==> src/rtl/alarm_watch_pkg.sv <==
// Shared types and constants for the alarm watch core: FSM state encoding,
// packed BCD HH:MM time, digit limits and the load-value validity check.
// Build option: define ALARM_WATCH_SNOOZE_EN to include the SNOOZE state.
package alarm_watch_pkg;

`ifdef ALARM_WATCH_SNOOZE_EN
    typedef enum logic [1:0] {
        ST_IDLE   = 2'd0,
        ST_RING   = 2'd1,
        ST_SNOOZE = 2'd2
    } alarm_state_t;
`else
    typedef enum logic {
        ST_IDLE = 1'b0,
        ST_RING = 1'b1
    } alarm_state_t;
`endif

    typedef struct packed {
        logic [3:0] hr_tens;
        logic [3:0] hr_ones;
        logic [3:0] min_tens;
        logic [3:0] min_ones;
    } bcd_time_t;

    localparam logic [3:0] DIGIT_MAX    = 4'd9;
    localparam logic [3:0] TENS_MAX     = 4'd5;
    localparam int         HOURS_MAX    = 23;
    localparam logic [3:0] HR_TENS_MAX  = 4'(HOURS_MAX / 10);
    localparam logic [3:0] HR_ONES_LAST = 4'(HOURS_MAX % 10);

    // A load value is accepted only if it is a legal 24-hour BCD time.
    function automatic logic bcd_time_valid(input bcd_time_t t);
        int hours;
        hours = 10 * int'(t.hr_tens) + int'(t.hr_ones);
        return (t.hr_tens <= DIGIT_MAX) && (t.hr_ones <= DIGIT_MAX) &&
               (t.min_tens <= TENS_MAX) && (t.min_ones <= DIGIT_MAX) &&
               (hours <= HOURS_MAX);
    endfunction

endpackage

==> src/rtl/alarm_watch_core_bcd_digit_cnt.sv <==
// One BCD digit of the time-of-day chain: counts 0..MAX on carry-in,
// wraps early when 'wrap' is set (used for 23 -> 00 on the hour pair),
// and takes a synchronous load with priority over counting.
// q_nxt exposes the value the digit will hold after this edge.
module bcd_digit_cnt #(
    parameter logic [3:0] MAX = 4'd9
) (
    input  logic       clk,
    input  logic       rst,
    input  logic       load,
    input  logic [3:0] load_val,
    input  logic       cin,
    input  logic       wrap,
    output logic [3:0] q,
    output logic [3:0] q_nxt,
    output logic       cout
);

    logic at_top;

    assign at_top = (q == MAX) || wrap;
    assign cout   = cin && at_top;

    // Next digit value: load wins, otherwise increment or roll over on carry-in.
    always_comb begin
        q_nxt = q;
        if (load) begin
            q_nxt = load_val;
        end else if (cin) begin
            q_nxt = at_top ? 4'd0 : q + 4'd1;
        end
    end

    // Digit register.
    always_ff @(posedge clk) begin
        if (rst) begin
            q <= 4'd0;
        end else begin
            q <= q_nxt;
        end
    end

endmodule

==> src/rtl/alarm_watch_core.sv <==
// Alarm watch core: 1 Hz prescaler, cascaded BCD HH:MM:SS clock, validated
// time/alarm loads and an alarm FSM (IDLE / RING, plus SNOOZE when the
// ALARM_WATCH_SNOOZE_EN macro is defined; otherwise the snooze input is ignored).
module alarm_watch_core
    import alarm_watch_pkg::*;
#(
    parameter int CLK_HZ     = 100000000,
    parameter int RING_SEC   = 60,
    parameter int SNOOZE_MIN = 5
) (
    input  logic        clk,
    input  logic        rst,
    input  logic        time_load,
    input  logic [15:0] time_in,
    input  logic        alarm_load,
    input  logic [15:0] alarm_in,
    input  logic        alarm_en,
    input  logic        stop,
    input  logic        snooze,
    output logic [15:0] time_out,
    output logic [7:0]  sec_out,
    output logic        sec_tick,
    output logic        alarm_ring,
    output logic        load_err
);

    localparam int              PRE_W     = (CLK_HZ > 1) ? $clog2(CLK_HZ) : 1;
    localparam logic [PRE_W-1:0] PRE_LAST = PRE_W'(CLK_HZ - 1);
    localparam int              RING_W    = (RING_SEC > 1) ? $clog2(RING_SEC) : 1;
    localparam logic [RING_W-1:0] RING_LAST = RING_W'(RING_SEC - 1);

    bcd_time_t        tin;
    bcd_time_t        alarm_reg;
    logic             time_ok;
    logic             alarm_ok;
    logic [PRE_W-1:0] presc;
    logic [RING_W-1:0] ring_cnt;
    alarm_state_t     state;
    alarm_state_t     state_nxt;
    logic             hit;

    logic [3:0] sec_ones, sec_tens, min_ones, min_tens, hr_ones, hr_tens;
    logic [3:0] sec_ones_nxt, sec_tens_nxt, min_ones_nxt, min_tens_nxt, hr_ones_nxt, hr_tens_nxt;
    logic       c_s1, c_s10, c_m1, c_m10, c_h1, hr_carry_unused;
    logic       hr_wrap;

    assign tin      = bcd_time_t'(time_in);
    assign time_ok  = time_load && bcd_time_valid(tin);
    assign alarm_ok = alarm_load && bcd_time_valid(bcd_time_t'(alarm_in));
    assign sec_tick = (presc == PRE_LAST) && !rst;
    assign hr_wrap  = ({hr_tens, hr_ones} == {HR_TENS_MAX, HR_ONES_LAST});

    assign time_out = {hr_tens, hr_ones, min_tens, min_ones};
    assign sec_out  = {sec_tens, sec_ones};

    // Prescaler: free-running modulo CLK_HZ, restarted by an accepted time load.
    always_ff @(posedge clk) begin
        if (rst || time_ok || presc == PRE_LAST) begin
            presc <= '0;
        end else begin
            presc <= presc + PRE_W'(1);
        end
    end

    bcd_digit_cnt #(.MAX(DIGIT_MAX)) u_sec_ones (
        .clk(clk), .rst(rst), .load(time_ok), .load_val(4'd0), .cin(sec_tick), .wrap(1'b0),
        .q(sec_ones), .q_nxt(sec_ones_nxt), .cout(c_s1));
    bcd_digit_cnt #(.MAX(TENS_MAX)) u_sec_tens (
        .clk(clk), .rst(rst), .load(time_ok), .load_val(4'd0), .cin(c_s1), .wrap(1'b0),
        .q(sec_tens), .q_nxt(sec_tens_nxt), .cout(c_s10));
    bcd_digit_cnt #(.MAX(DIGIT_MAX)) u_min_ones (
        .clk(clk), .rst(rst), .load(time_ok), .load_val(tin.min_ones), .cin(c_s10), .wrap(1'b0),
        .q(min_ones), .q_nxt(min_ones_nxt), .cout(c_m1));
    bcd_digit_cnt #(.MAX(TENS_MAX)) u_min_tens (
        .clk(clk), .rst(rst), .load(time_ok), .load_val(tin.min_tens), .cin(c_m1), .wrap(1'b0),
        .q(min_tens), .q_nxt(min_tens_nxt), .cout(c_m10));
    bcd_digit_cnt #(.MAX(DIGIT_MAX)) u_hr_ones (
        .clk(clk), .rst(rst), .load(time_ok), .load_val(tin.hr_ones), .cin(c_m10), .wrap(hr_wrap),
        .q(hr_ones), .q_nxt(hr_ones_nxt), .cout(c_h1));
    bcd_digit_cnt #(.MAX(HR_TENS_MAX)) u_hr_tens (
        .clk(clk), .rst(rst), .load(time_ok), .load_val(tin.hr_tens), .cin(c_h1), .wrap(hr_wrap),
        .q(hr_tens), .q_nxt(hr_tens_nxt), .cout(hr_carry_unused));

    // Trigger only when a second tick (not a load) rolls the clock onto HH:MM:00 == alarm.
    assign hit = alarm_en && sec_tick && !time_ok &&
                 ({sec_tens_nxt, sec_ones_nxt} == 8'h00) &&
                 ({hr_tens_nxt, hr_ones_nxt, min_tens_nxt, min_ones_nxt} == alarm_reg);

    // Alarm register and rejected-load flag.
    always_ff @(posedge clk) begin
        if (rst) begin
            alarm_reg <= '0;
            load_err  <= 1'b0;
        end else begin
            if (alarm_ok) begin
                alarm_reg <= bcd_time_t'(alarm_in);
            end
            load_err <= (time_load && !time_ok) || (alarm_load && !alarm_ok);
        end
    end

    // FSM state register.
    always_ff @(posedge clk) begin
        if (rst) begin
            state <= ST_IDLE;
        end else begin
            state <= state_nxt;
        end
    end

`ifdef ALARM_WATCH_SNOOZE_EN
    localparam int               SNZ_TICKS = SNOOZE_MIN * 60;
    localparam int               SNZ_W     = (SNZ_TICKS > 1) ? $clog2(SNZ_TICKS) : 1;
    localparam logic [SNZ_W-1:0] SNZ_LAST  = SNZ_W'(SNZ_TICKS - 1);
    logic [SNZ_W-1:0] snz_cnt;

    // Snooze counter: counts seconds spent in SNOOZE, cleared outside it.
    always_ff @(posedge clk) begin
        if (rst || state != ST_SNOOZE || state_nxt != ST_SNOOZE) begin
            snz_cnt <= '0;
        end else if (sec_tick) begin
            snz_cnt <= snz_cnt + SNZ_W'(1);
        end
    end
`else
    localparam int snooze_ticks_unused = SNOOZE_MIN * 60;
    logic snooze_unused;
    assign snooze_unused = snooze;
`endif

    // FSM next state; stop beats snooze, and an accepted alarm load forces IDLE.
    always_comb begin
        state_nxt = state;
        case (state)
            ST_IDLE: begin
                if (hit) state_nxt = ST_RING;
            end
            ST_RING: begin
                if (stop || !alarm_en) begin
                    state_nxt = ST_IDLE;
`ifdef ALARM_WATCH_SNOOZE_EN
                end else if (snooze) begin
                    state_nxt = ST_SNOOZE;
`endif
                end else if (sec_tick && ring_cnt == RING_LAST) begin
                    state_nxt = ST_IDLE;
                end
            end
`ifdef ALARM_WATCH_SNOOZE_EN
            ST_SNOOZE: begin
                if (stop || !alarm_en) begin
                    state_nxt = ST_IDLE;
                end else if (sec_tick && snz_cnt == SNZ_LAST) begin
                    state_nxt = ST_RING;
                end
            end
`endif
            default: state_nxt = ST_IDLE;
        endcase
        if (alarm_ok) state_nxt = ST_IDLE;
    end

    // Ring counter: counts seconds spent in RING, restarts on every entry.
    always_ff @(posedge clk) begin
        if (rst || state != ST_RING || state_nxt != ST_RING) begin
            ring_cnt <= '0;
        end else if (sec_tick) begin
            ring_cnt <= ring_cnt + RING_W'(1);
        end
    end

    // FSM outputs.
    always_comb begin
        alarm_ring = (state == ST_RING);
    end

endmodule
==> config.mk <==
export PLATFORM = sky130hd
export DESIGN_NAME = alarm_watch_core
export DESIGN_NICKNAME = d
export VERILOG_FILES = /design/src/rtl/alarm_watch_pkg.sv /design/src/rtl/alarm_watch_core_bcd_digit_cnt.sv /design/src/rtl/alarm_watch_core.sv
export SDC_FILE = /design/constraint.sdc
export NUM_CORES = 1
export LEC_CHECK = 0
export ABC_AREA = 1
export CAP_MARGIN = 0
export CORE_MARGIN = 2
export CORE_UTILIZATION = 55
export CTS_BUF_LIST = sky130_fd_sc_hd__clkbuf_2
export CTS_CLUSTER_SIZE = 14
export DETAILED_ROUTE_END_ITERATION = 12
export GPL_ROUTABILITY_DRIVEN = 1
export PLACE_DENSITY = 0.82
export SLEW_MARGIN = 20
export SYNTH_ARGS = -nofsm -noshare
export SYNTH_HDL_FRONTEND = slang
export SYNTH_HIERARCHICAL = 1
export SYNTH_SLANG_ARGS = --single-unit
export TNS_END_PERCENT = 1
==> constraint.sdc <==
create_clock -name clk -period 5.6 [get_ports clk]
set_clock_uncertainty 0.15 [all_clocks]
set_input_delay 1.12 -clock clk [delete_from_list [all_inputs] [get_ports clk]]
set_output_delay 1.12 -clock clk [all_outputs]
set_load 0.02 [all_outputs]
==> results of run 1 <==
==> metrics by stage <==
| stage | setup WS (ps) | util |
|---|---|---|
| after floorplan | 762 | - |
| after global placement | 410 | 0.644 |
| after detailed placement | 257 | 0.644 |
| after CTS | 574 | 0.659 |
| after global routing | 81.2 | 0.659 |
| final | 725 | 0.659 |
==> layer usage <==
| layer | global-route usage | up-vias | routed length, um |
|---|---|---|---|
| met3 | 0.0432 | 18 | 508 |
| li1 | - | 2541 | - |
| met1 | 0.291 | 2194 | 5020 |
| met4 | 0.0822 | 0 | 165 |
| met5 | 0 | - | 0 |
| met2 | 0.442 | 106 | 5770 |
==> critical path, delay by kind of cell, from the launching register on <==
kind                       cells  cell delay [ps]
and+or+nand+nor               24             3030
DFF                            1              400
adders and majority gates      1              240
buffers and inverters          5              880
AOI/OAI and AO/OA              1              130
==> final timing paths <==
check                           startpoint          to  slack, ps  cells after the start
worst max-delay path              presc[0]  alarm_ring        720                     31
worst min-delay path              presc[0]    presc[0]        320                      1
worst max register to register    presc[0]  alarm_ring        720                     31
worst min register to register    presc[0]    presc[0]        320                      1
==> layout make-up <==
| class | instances | area [um2] |
|---|---|---|
| Multi-Input combinational cell | 580 | 3110 |
| Fill cell | 837 | 3110 |
| Sequential cell | 75 | 1500 |
| Timing Repair Buffer | 68 | 666 |
| Inverter | 119 | 450 |
| Tap cell | 111 | 139 |
| Clock inverter | 6 | 88.8 |
| Clock buffer | 10 | 50.0 |
==> power groups by stage <==
| stage | clock network (mW) | logic [mW] | registers [mW] |
|---|---|---|---|
| final | 0.352 | 0.142 | 0.545 |
| after floorplan | 0 | 0.0788 | 0.558 |
| after global routing | 0.384 | 0.162 | 0.547 |
| after detailed placement | 0 | 0.141 | 0.556 |
| after CTS | 0.358 | 0.142 | 0.545 |
| after global placement | 0 | 0.136 | 0.555 |
==> summary.md, run 1 <==
| Metric | Value |
|---|---|
| Crit path top cell by count | `nand2_1` |
| CP arrival | `between 5000 and 6000 ps` |
| Clock Power Share | `0.339` |
| Cell area after synthesis | `about 5100 um2` |
| Comb pwr share | `0.136` |
| # DRC | `0` |
| Setup bufs post-CTS | `0` |
| WL/cell | `approximately 12 um` |
| Net Switching | `roughly 0.29 mW` |
| Share of cells above drive strength 1 | `0.0769` |
| Status | `completed` |
| Routability cong. | `0.891` |
| Height of the die | `~100 um` |
| Die width | `around 100 um` |
| Root Buffer | `clkbuf_2` |
| TritonCTS clock tree | `yes` |
| Total power | `approximately 1.0 mW` |
| Total Wirelength | `11,500 um` |
| DR vias | `about 4,900` |
| Clk_lat worst skew | `530 ps` |
| Rows | `35` |
| Clock Sinks | `75` |
| CTS clk-pin slew, worst paths | `220 ps` |
| # resized after CTS | `0` |
| H-tree depth | `3` |
| Maximum clock rate | `~200 MHz` |
| Crit path kind | `flop to flop` |
| Internal | `0.753 mW` |
| Setup TNS | `0 ps` |
| Final antenna diode count | `0` |
| CP required | `5930 ps` |
| Nets | `924` |
| CTS buffer count | `9` |
| Io pins | `66` |
| Maximum vdd drop | `between 100 and 150 uV` |
| Crit Path Max Fanout | `7` |
| Via density | `between 5 and 6` |
| Max clock buf depth | `2` |
| Count of final setup violators | `0` |
| DRT antenna net count | `0` |
| Pre-antenna DRT Iters | `5` |
| Nature of the critical path endpoint | `flop` |
| Port-buffer cells | `64` |
| Total Routing Usage GR | `0.244` |
| Max reg flops | `27` |
| RSZ-0062 raised after global routing | `false` |
| Design Area, Final | `roughly 6000 um2` |
| Worst path max stage delay | `roughly 400 ps` |
| Post-synthesis cell count | `~770` |
| Grt ovf | `0` |
| Min Tclk post-route | `a little under 5000 ps` |
| Fin cells | `a little under 1,000` |
| Antenna violations before repair | `0` |
| Average size of a mapped cell | `6.57 um2` |
| First-pass GRT wire length | `between 20,000 and 25,000 um` |
| Commonest non-fill, non-tap cell in the layout | `nand2_1` |
| YS warnings | `6` |
| Switching part of the total | `0.276` |
| Starting Density | `0.556` |
| Power Density | `approximately 170 nW/um2` |
| Hpwl dp | `between 8000 and 9000 um` |
| Final Max Slew Viols | `0` |
| Vias in the first global route | `4,811` |
| Rel. slew slack | `0.649` |
| Final hold viol count | `0` |
| Leak | `around 2.5 nW` |
| Placed Instance Area | `5860 um2` |
| Cts hold-fix bufs | `0` |
| Fin Hold WS | `between 300 and 400 ps` |
| HP Class | `flop to flop` |
| Part of the power in registers | `0.525` |
| CP max stage cell | `dfxtp_1` |
| Largest net degree at the start of global routing | `between 40 and 50` |
| Worst-margin pin slew | `roughly 530 ps` |
| Die area | `approximately 10,000 um2` |
| Synth-to-layout area growth | `18.4%` |
| Most frequent cells in the layout | `221 x nand2_1, 115 x inv_1, 99 x nor2_1, 75 x dfxtp_1, 63 x clkdlybuf4s50_1` |
| Initial drt markers | `190` |
| Core Region | `about 9000 um2` |
| Type of origin of the critical path | `flop` |
| Final period util | `0.871` |
| MaxCap Viol Count | `0` |
| DP Cell Count | `between 900 and 1,000` |
Power figures use the tool's default switching activity.
==> inputs of run 2 (changes only) <==
Settings changed: REMOVE_ABC_BUFFERS from default to 1.
==> run 2 against run 1 <==
  * Sequential power hardly changed
  * Maximum frequency is 1.2% higher
  * Final area is 1.0% lower
  * Non-clock buffer count stayed put
  * Global-route usage is 0.58 points lower
  * Routed wire length is 0.80% lower
  * Power is 12% lower
  * Critical endpoint unchanged
  * Largest power group unchanged
  * Highest routed layer unchanged
==> summary.md, run 2 (synthesis gave the netlist of run 1 again) <==
| Metric | Value |
|---|---|
| Largest net degree at the start of global routing | `between 40 and 50` |
| Pre-antenna DRT Iters | `5` |
| WL/cell | `around 12 um` |
| TritonCTS clock tree | `yes` |
| Switching part of the total | `0.290` |
| Status | `completed` |
| Internal | `between 0.6 and 0.7 mW` |
| Root Buffer | `clkbuf_2` |
| CTS buffer count | `9` |
| Crit Path Max Fanout | `7` |
| Die width | `about 100 um` |
| Max clock buf depth | `2` |
| Nature of the critical path endpoint | `flop` |
| Power Density | `154 nW/um2` |
| Height of the die | `about 100 um` |
| H-tree depth | `3` |
| Comb pwr share | `0.157` |
| Grt ovf | `0` |
| Max reg flops | `27` |
| Clk_lat worst skew | `around 520 ps` |
| HP Class | `flop to flop` |
| Type of origin of the critical path | `flop` |
| Via density | `just over 5` |
| Most frequent cells in the layout | `221 x nand2_1, 115 x inv_1, 100 x nor2_1, 75 x dfxtp_1, 63 x clkdlybuf4s50_1` |
| First-pass GRT wire length | `19,500 um` |
| MaxCap Viol Count | `0` |
| CP required | `between 5000 and 6000 ps` |
| Worst path max stage delay | `380 ps` |
| Setup bufs post-CTS | `0` |
| Design Area, Final | `roughly 5900 um2` |
| Rel. slew slack | `0.643` |
| CP arrival | `a little over 5000 ps` |
| Starting Density | `0.556` |
| Final hold viol count | `0` |
| Total Wirelength | `11,400 um` |
| Reg-to-reg startpoint | `presc[1]` |
| Initial drt markers | `between 150 and 200` |
| CP endpoint | `alarm_ring` |
| Nets | `~900` |
| Worst-margin pin slew | `~540 ps` |
| Placed Instance Area | `5870 um2` |
| Final Max Slew Viols | `0` |
| Hpwl dp | `roughly 9000 um` |
| Final antenna diode count | `0` |
| Synth-to-layout area growth | `17.2%` |
| Routability cong. | `between 0.8 and 0.9` |
| Die area | `~10,000 um2` |
| Setup TNS | `0 ps` |
| Count of final setup violators | `0` |
| Worst reg2reg path endpoint | `alarm_ring` |
| Crit path max-delay family | `simple AND/OR/NAND/NOR gates` |
| Antenna violations before repair | `0` |
| Net Switching | `approximately 0.27 mW` |
| Reg2reg path depth | `32` |
| Clock Sinks | `75` |
| Worst reg-to-reg setup slack | `approximately 780 ps` |
| Leak | `2.51 nW` |
| Clock Power Share | `0.249` |
| Share of cells above drive strength 1 | `0.0713` |
| Final period util | `0.860` |
| Cts hold-fix bufs | `0` |
| Min Tclk post-route | `between 4000 and 5000 ps` |
| # resized after CTS | `0` |
| Maximum clock rate | `208 MHz` |
| Cell depth of the worst setup path | `32` |
| DRT antenna net count | `0` |
| Total power | `0.917 mW` |
| CTS clk-pin slew, worst paths | `approximately 200 ps` |
| DP Cell Count | `953` |
| Crit path kind | `flop to flop` |
| Io pins | `66` |
| Rows | `35` |
| Commonest non-fill, non-tap cell in the layout | `nand2_1` |
| CP Buf/Inv Count | `6` |
| Crit path top cell by count | `nand2_1` |
| # DRC | `0` |
| Port-buffer cells | `64` |
| CP max stage cell | `dfxtp_1` |
| Fin cells | `approximately 970` |
| RSZ-0062 raised after global routing | `false` |
| Core Region | `9110 um2` |
| Total Routing Usage GR | `0.238` |
| Maximum vdd drop | `84.7 uV` |
| Vias in the first global route | `between 4,000 and 5,000` |
| DR vias | `4,874` |
| Crit path from | `presc[1]` |
| Part of the power in registers | `0.595` |
==> run 2: changes by cell type in the layout (fill, tap and decap cells not counted), sizes merged <==
cell,before,now
bufinv,2,0
clkinv,2,4
clkbuf,10,9
clkinvlp,2,1
inv,119,118
==> run 2: per-layer routing <==
metal	track usage	vias to the layer above	part of all wire	routed length (um)
met4	0.0938	0	0.024	268
met1	0.275	2196	0.43	4920
li1	-	2537	-	-
met3	0.0481	25	0.040	449
met2	0.432	116	0.50	5720
met5	0	-	0	0
==> run 2: worst min-delay path by stage <==
stage | startpoint | end | slack (ps) | cells after the start
6_report | presc[0] | presc[0] | 320 | 1
5_1_grt | presc[0] | presc[0] | 350 | 1
4_1_cts | presc[0] | presc[0] | 320 | 1
3_5_place_dp | presc[0] | presc[0] | 290 | 1
3_3_place_gp | presc[0] | presc[0] | 280 | 1
2_1_floorplan | presc[0] | presc[0] | 270 | 1
==> run 2: per-stage QoR <==
stage / hold WS [ps] / utilization / worst slack [ps]
after floorplan: 268 / - / 1190
after global placement: 278 / 0.645 / 529
after detailed placement: 292 / 0.645 / 370
after CTS: 323 / 0.652 / 740
after global routing: 352 / 0.652 / 162
final: 316 / 0.652 / 784
==> run 2: worst register-to-register path, delay by kind of cell (launching register included) <==
family | cells | cell delay (ps)
simple gates | 24 | 2790
compound gates | 1 | 110
flops | 1 | 380
buf+inv | 6 | 1090
fa+ha+maj | 1 | 220
==> run 2: power by group through the flow <==
stage               combinational (mW)  sequential, mW  clock [mW]
floorplan                       0.0752           0.558           0
global placement                 0.136           0.555           0
detailed placement               0.142           0.556           0
CTS                              0.143           0.545       0.235
global route                     0.160           0.547       0.262
finish                           0.143           0.545       0.228
==> run 2: final cells by class <==
type | count | area, um2
Multi-Input combinational cell | 580 | 3110
Timing Repair Buffer | 68 | 678
Sequential cell | 75 | 1500
Clock buffer | 9 | 45.0
Tap cell | 111 | 139
Fill cell | 832 | 3170
Inverter | 119 | 450
Clock inverter | 4 | 21.3
